==> src/rtl/timekeeper_if.sv <==
// Button and time/edit display signals of the timekeeper.
// The driver (bench or menu controller) uses master; timekeeper uses slave.
interface timekeeper_if;
    logic       mode;
    logic       up;
    logic       down;
    logic       left;
    logic       right;
    logic       enter;
    logic       esc;
    logic [6:0] hour;
    logic [6:0] min;
    logic [6:0] sec;
    logic       tick;
    logic       editing;
    logic       field;
    logic [6:0] edit_hour;
    logic [6:0] edit_min;

    modport master (
        output mode, up, down, left, right, enter, esc,
        input  hour, min, sec, tick, editing, field, edit_hour, edit_min
    );
    modport slave (
        input  mode, up, down, left, right, enter, esc,
        output hour, min, sec, tick, editing, field, edit_hour, edit_min
    );
endinterface

==> src/rtl/timekeeper.sv <==
// 24h wall clock with a prescaled seconds tick and a button-driven HH:MM editor.
// Live time keeps running while editing; a commit reloads hh:mm:00 and restarts the second.
module timekeeper #(
    parameter int TICK_DIV = 100000000
) (
    input logic          clk,
    input logic          rst_n,
    timekeeper_if.slave  tk
);
    localparam int PW = $clog2(TICK_DIV);

    typedef enum logic {RUN, EDIT} state_e;

    state_e          state_q;
    logic [PW-1:0]   presc_q, presc_d;
    logic [6:0]      hour_q, hour_d, min_q, min_d, sec_q, sec_d;
    logic [6:0]      eh_q, em_q;
    logic            tick_q, tick_d, field_q;
    logic            wrap, commit, abort;

    assign wrap   = (presc_q == PW'(TICK_DIV - 1));
    assign abort  = !tk.mode || tk.esc;
    assign commit = (state_q == EDIT) && !abort && tk.enter;

    // Live-time next state; a commit overrides any advance from a same-cycle wrap.
    always_comb begin
        hour_d  = hour_q;
        min_d   = min_q;
        sec_d   = sec_q;
        presc_d = wrap ? '0 : presc_q + PW'(1);
        tick_d  = wrap && !commit;
        if (commit) begin
            hour_d  = eh_q;
            min_d   = em_q;
            sec_d   = '0;
            presc_d = '0;
        end else if (wrap) begin
            if (sec_q == 7'd59) begin
                sec_d = '0;
                if (min_q == 7'd59) begin
                    min_d  = '0;
                    hour_d = (hour_q == 7'd23) ? 7'd0 : hour_q + 7'd1;
                end else begin
                    min_d = min_q + 7'd1;
                end
            end else begin
                sec_d = sec_q + 7'd1;
            end
        end
    end

    always_ff @(posedge clk) begin
        if (!rst_n) begin
            state_q <= RUN;
            presc_q <= '0;
            hour_q  <= '0;
            min_q   <= '0;
            sec_q   <= '0;
            tick_q  <= 1'b0;
            field_q <= 1'b0;
            eh_q    <= '0;
            em_q    <= '0;
        end else begin
            presc_q <= presc_d;
            hour_q  <= hour_d;
            min_q   <= min_d;
            sec_q   <= sec_d;
            tick_q  <= tick_d;
            case (state_q)
                RUN: begin
                    if (tk.enter && tk.mode) begin
                        state_q <= EDIT;
                        eh_q    <= hour_q;
                        em_q    <= min_q;
                        field_q <= 1'b0;
                    end
                end
                EDIT: begin
                    if (abort || tk.enter) begin
                        state_q <= RUN;
                        field_q <= 1'b0;
                    end else if (tk.up != tk.down) begin
                        if (!field_q) begin
                            if (tk.up) eh_q <= (eh_q == 7'd23) ? 7'd0  : eh_q + 7'd1;
                            else       eh_q <= (eh_q == 7'd0)  ? 7'd23 : eh_q - 7'd1;
                        end else begin
                            if (tk.up) em_q <= (em_q == 7'd59) ? 7'd0  : em_q + 7'd1;
                            else       em_q <= (em_q == 7'd0)  ? 7'd59 : em_q - 7'd1;
                        end
                    end else if (tk.left != tk.right) begin
                        field_q <= !field_q;
                    end
                end
                default: state_q <= RUN;
            endcase
        end
    end

    assign tk.hour      = hour_q;
    assign tk.min       = min_q;
    assign tk.sec       = sec_q;
    assign tk.tick      = tick_q;
    assign tk.editing   = (state_q == EDIT);
    assign tk.field     = field_q;
    assign tk.edit_hour = eh_q;
    assign tk.edit_min  = em_q;
endmodule

==> src/flat_wrapper.sv <==
// flat-port wrapper written by rule: the top's interface ports become plain ports
module timekeeper_flat 
#(
    parameter int TICK_DIV = 100000000
)
  (clk, rst_n, tk_mode, tk_up, tk_down, tk_left, tk_right, tk_enter, tk_esc, tk_hour, tk_min, tk_sec, tk_tick, tk_editing, tk_field, tk_edit_hour, tk_edit_min);
  timekeeper_if tk_i ();
  input logic clk;
  input logic rst_n;
  input wire logic [$bits(tk_i.mode)-1:0] tk_mode;
  input wire logic [$bits(tk_i.up)-1:0] tk_up;
  input wire logic [$bits(tk_i.down)-1:0] tk_down;
  input wire logic [$bits(tk_i.left)-1:0] tk_left;
  input wire logic [$bits(tk_i.right)-1:0] tk_right;
  input wire logic [$bits(tk_i.enter)-1:0] tk_enter;
  input wire logic [$bits(tk_i.esc)-1:0] tk_esc;
  output wire logic [$bits(tk_i.hour)-1:0] tk_hour;
  output wire logic [$bits(tk_i.min)-1:0] tk_min;
  output wire logic [$bits(tk_i.sec)-1:0] tk_sec;
  output wire logic [$bits(tk_i.tick)-1:0] tk_tick;
  output wire logic [$bits(tk_i.editing)-1:0] tk_editing;
  output wire logic [$bits(tk_i.field)-1:0] tk_field;
  output wire logic [$bits(tk_i.edit_hour)-1:0] tk_edit_hour;
  output wire logic [$bits(tk_i.edit_min)-1:0] tk_edit_min;
  assign tk_i.mode = tk_mode;
  assign tk_i.up = tk_up;
  assign tk_i.down = tk_down;
  assign tk_i.left = tk_left;
  assign tk_i.right = tk_right;
  assign tk_i.enter = tk_enter;
  assign tk_i.esc = tk_esc;
  assign tk_hour = tk_i.hour;
  assign tk_min = tk_i.min;
  assign tk_sec = tk_i.sec;
  assign tk_tick = tk_i.tick;
  assign tk_editing = tk_i.editing;
  assign tk_field = tk_i.field;
  assign tk_edit_hour = tk_i.edit_hour;
  assign tk_edit_min = tk_i.edit_min;
  timekeeper #(.TICK_DIV(TICK_DIV)) u_core (.clk(clk), .rst_n(rst_n), .tk(tk_i));
endmodule
==> config.mk <==
export PLATFORM = sky130hd
export DESIGN_NAME = timekeeper_flat
export DESIGN_NICKNAME = d
export VERILOG_FILES = /design/src/rtl/timekeeper_if.sv /design/src/rtl/timekeeper.sv /design/src/flat_wrapper.sv
export SDC_FILE = /design/constraint.sdc
export NUM_CORES = 1
export LEC_CHECK = 0
export ABC_AREA = 1
export BUFFER_PORTS_ARGS = -buffer_cell sky130_fd_sc_hd__buf_2
export CAP_MARGIN = 25
export CORE_AREA = 2 2 102 104
export DETAILED_ROUTE_END_ITERATION = 10
export DIE_AREA = 0 0 104 106
export MAX_ROUTING_LAYER = met4
export PLACE_DENSITY = 0.7
export REMOVE_ABC_BUFFERS = 1
export SLEW_MARGIN = 40
export SYNTH_ARGS = -nofsm -noshare
export SYNTH_HDL_FRONTEND = slang
export SYNTH_SLANG_ARGS = --single-unit
==> constraint.sdc <==
create_clock -name clk -period 1.6 [get_ports clk]
set_input_delay 0.24 -clock clk [delete_from_list [all_inputs] [get_ports clk]]
set_output_delay 0.24 -clock clk [all_outputs]
set_load 0.02 [all_outputs]
==> run summary <==
Highest routed layer: met4
P_leak: 2.45 nW
Die area: 11000 um2
Largest net degree at the start of global routing: 24
Top cells by area, synth: dfxtp_1, nand2_1, inv_1
FF-to-FF Start: u_core.presc_q[16]$_SDFF_PP0_
Total gr overflow: 0
Vias: 4974
Sw Pwr: 0.00114 W
RD Place Congestion: 0.930
Crit-path most repeated cell: nor3_1
Final ANT Viol Nets: 0
DRT Wirelength: 13.0 mm
Crit end category: flop
Vias in the first global route: 4599
CTS tree: yes
Min-Delay Path Class: in -> reg
GRT Util Overall: 0.237
WL/cell: 13.6 um
Hold EP: u_core.tk.editing$_SDFF_PN0_
DRT Pass-1 Iters: 5
Cell at the root of the clock tree: clkbuf_8
Worst-Margin Slew: 344 ps
CTS max path bufs: 2
Cell depth of the worst flop-to-flop path: 6
Netlist Area Pre-Place: 4360 um2
Outcome: completed
R2R Path End: u_core.presc_q[26]$_SDFF_PP0_
Synth cell types: 33
Net Sw Frac: 0.284
Peak Freq: 0.649 GHz
Critical-path cell list: inv_1, nor3_1, nand2_1, nor3_1, nand3b_1, a21oi_1
Final instance area: 5600 um2
Most frequent cells in the layout: nand2_1, inv_1, nor2_1
Initial antenna violation count: 0
M1 WL: 5.84 mm
Proportion of power drawn by the clock network: 0.411
H-tree Lvls: 3
First-pass GRT wire length: 20.8 mm
Crit path kind: reg -> reg
Met2 WL: 6.12 mm
Synthesized flop and latch total: 65
Sequential power share: 0.426
# DRC: 0
Die Span X: 104 um
Yosys warnings: 0
Worst clock skew: 14.2 ps
Endpoints failing setup: 0
Metal3 WL: 754 um
MaxCap Viol Count: 0
CP max FO: 5
Max rail drop VDD: 499 uV
Core Util, Final: 0.560
Clock Pin Slew Worst Setup and Hold Paths: 80 ps
Die H: 106 um
Share of the synthesized area in the top cell type: 0.298
Internal power: 0.00286 W
RSZ-0062 raised after global routing: yes
Initial Util: 0.436
Slew Viols, Final: 0
Total CTS buffers: 9
Relative slew slack: 0.769
Synth-to-Final Area Change: 28.3%
Sequential fraction of the synthesis area: 0.298
Startpoint Class: flop
Vias per cell: 5.23
Req. time, crit path: 1880 ps
Post-synth top flop: dfxtp_1
Final critical-path required period: 1540 ps
Hold wc startpoint: tk_esc
Worst hold slack: 246 ps
# placed instances: 925
Hold depth: 4
Hold-fix buffers, CTS: 0
Worst-Skew Late Latency: 350 ps
CTS Sinks: 65
Nets: 829
Antenna diode count: 0
Syn Area/Cell: 6.17 um2
Crit path DAT: 1820 ps
FFs w/ async S/R, synth: 0
Commonest non-fill, non-tap cell in the layout: nand2_1
Pwr Density: 714 nW/um2
FP Rows: 37
Hpwl dp: 9.50 mm
Final worst path period share: 0.963
Initial DRC Count: 285
Endpoints failing hold: 0
Synth area leader: dfxtp_1
Share of cells above drive strength 1: 0.243
Mapped Cells: 707
Slowest CP cell: dfxtp_2
Reg2reg setup slack: 60 ps
IO Count: 47
CORE AREA: 10000 um2
Logic gate share of total power: 0.163
Final non-filler cell total: 951
EDFF count, synth: 0
Overall power: 0.00400 W
Area post-placement: 5090 um2
CP peak stage delay: 390 ps
Port bufs: 46
[layer usage]
metal,global-route usage,vias up
met5,-,-
met4,0.0811,0
met3,0.0386,27
met2,0.394,168
met1,0.295,2288
li1,-,2491
[power by group through the flow]
stage	Sequential (W)	Combinational [W]	Clock [W]
after global routing	0.00171	0.000731	0.00174
after CTS	0.00170	0.000618	0.00168
after detailed placement	0.00173	0.000613	0
after floorplan	0.00178	0.000336	0
final	0.00170	0.000651	0.00164
after global placement	0.00173	0.000603	0
[Yosys cell counts, drive strengths merged (2+ instances only)]
library cell  number
a21oi             62
buf               13
clkbuf             6
dfxtp             65
ha                10
inv               86
nand2            208
nand3             62
nand3b             5
nand4             16
nor2              87
nor3              18
nor3b              2
o211ai             2
o21ai             26
o22ai              6
o31ai              2
xnor2              4
xor2              23
[cells by family (layout without fill, tap and decap cells)]
kind of cell / count (synthesis) / after routing / share of synthesized area
and+or+nand+nor: 399 / 401 / 0.399
buffers and inverters: 105 / 211 / 0.0958
AOI/OAI and AO/OA: 101 / 101 / 0.124
DFF: 65 / 65 / 0.298
xor gates and xnor gates: 27 / 27 / 0.0542
adders and majority gates: 10 / 10 / 0.0287
[sequential cells by signal, indices dropped and copies added, names as in the netlist]
signal and flops:
u_core.presc_q 27, u_core.tk.edit_hour 7, u_core.tk.edit_min 7, u_core.tk.hour 7, u_core.tk.min 7, u_core.tk.sec 7, u_core.tk.editing 1, u_core.tk.field 1
u_core.tk.tick 1
[worst max path at each step]
| stage | startpoint | to |
|---|---|---|
| 3_5_place_dp | u_core.presc_q[11]$_SDFF_PP0_ | u_core.presc_q[17]$_SDFF_PP0_ |
| 3_3_place_gp | u_core.presc_q[11]$_SDFF_PP0_ | u_core.presc_q[25]$_SDFF_PP0_ |
| 4_1_cts | u_core.tk.editing$_SDFF_PN0_ | u_core.tk.edit_hour[3]$_SDFFE_PN0P_ |
| 2_1_floorplan | u_core.tk.editing$_SDFF_PN0_ | u_core.tk.min[2]$_SDFFE_PN0P_ |
| 6_report | u_core.presc_q[16]$_SDFF_PP0_ | u_core.presc_q[26]$_SDFF_PP0_ |
| 5_1_grt | u_core.tk.min[0]$_SDFFE_PN0P_ | u_core.tk.min[6]$_SDFFE_PN0P_ |
[critical path: cells and delay by family, from the launching register on]
family / cells / cell delay, ps
simple gates: 4 / 850
flops: 1 / 390
compound gates: 1 / 150
buf+inv: 1 / 80
[area by class of cell]
| class | count | area (um2) |
|---|---|---|
| Clock buffer | 12 | 155 |
| Clock inverter | 4 | 75.1 |
| Fill cell | 998 | 4400 |
| Inverter | 86 | 325 |
| Multi-Input combinational cell | 539 | 2830 |
| Sequential cell | 65 | 1320 |
| Tap cell | 136 | 170 |
| Timing Repair Buffer | 109 | 719 |
[per-stage QoR]
step | setup TNS (ps) | setup WS [ps]
detailed placement | -45.1 | -28.2
finish | 0 | 58.4
CTS | -12.6 | -9.86
global route | -29.4 | -9.60
global placement | -7.63 | -7.63
floorplan | -15770 | -537
[repair_timing]
item / in CTS / in global routing
gates cloned: 1 / 1
setup endpoints to repair: 10 / 63
gates resized for setup: 4 / 64
setup buffers: 2 / 6
pin swaps: 1 / 15
No activity file was read; power rests on OpenSTA's default activity.
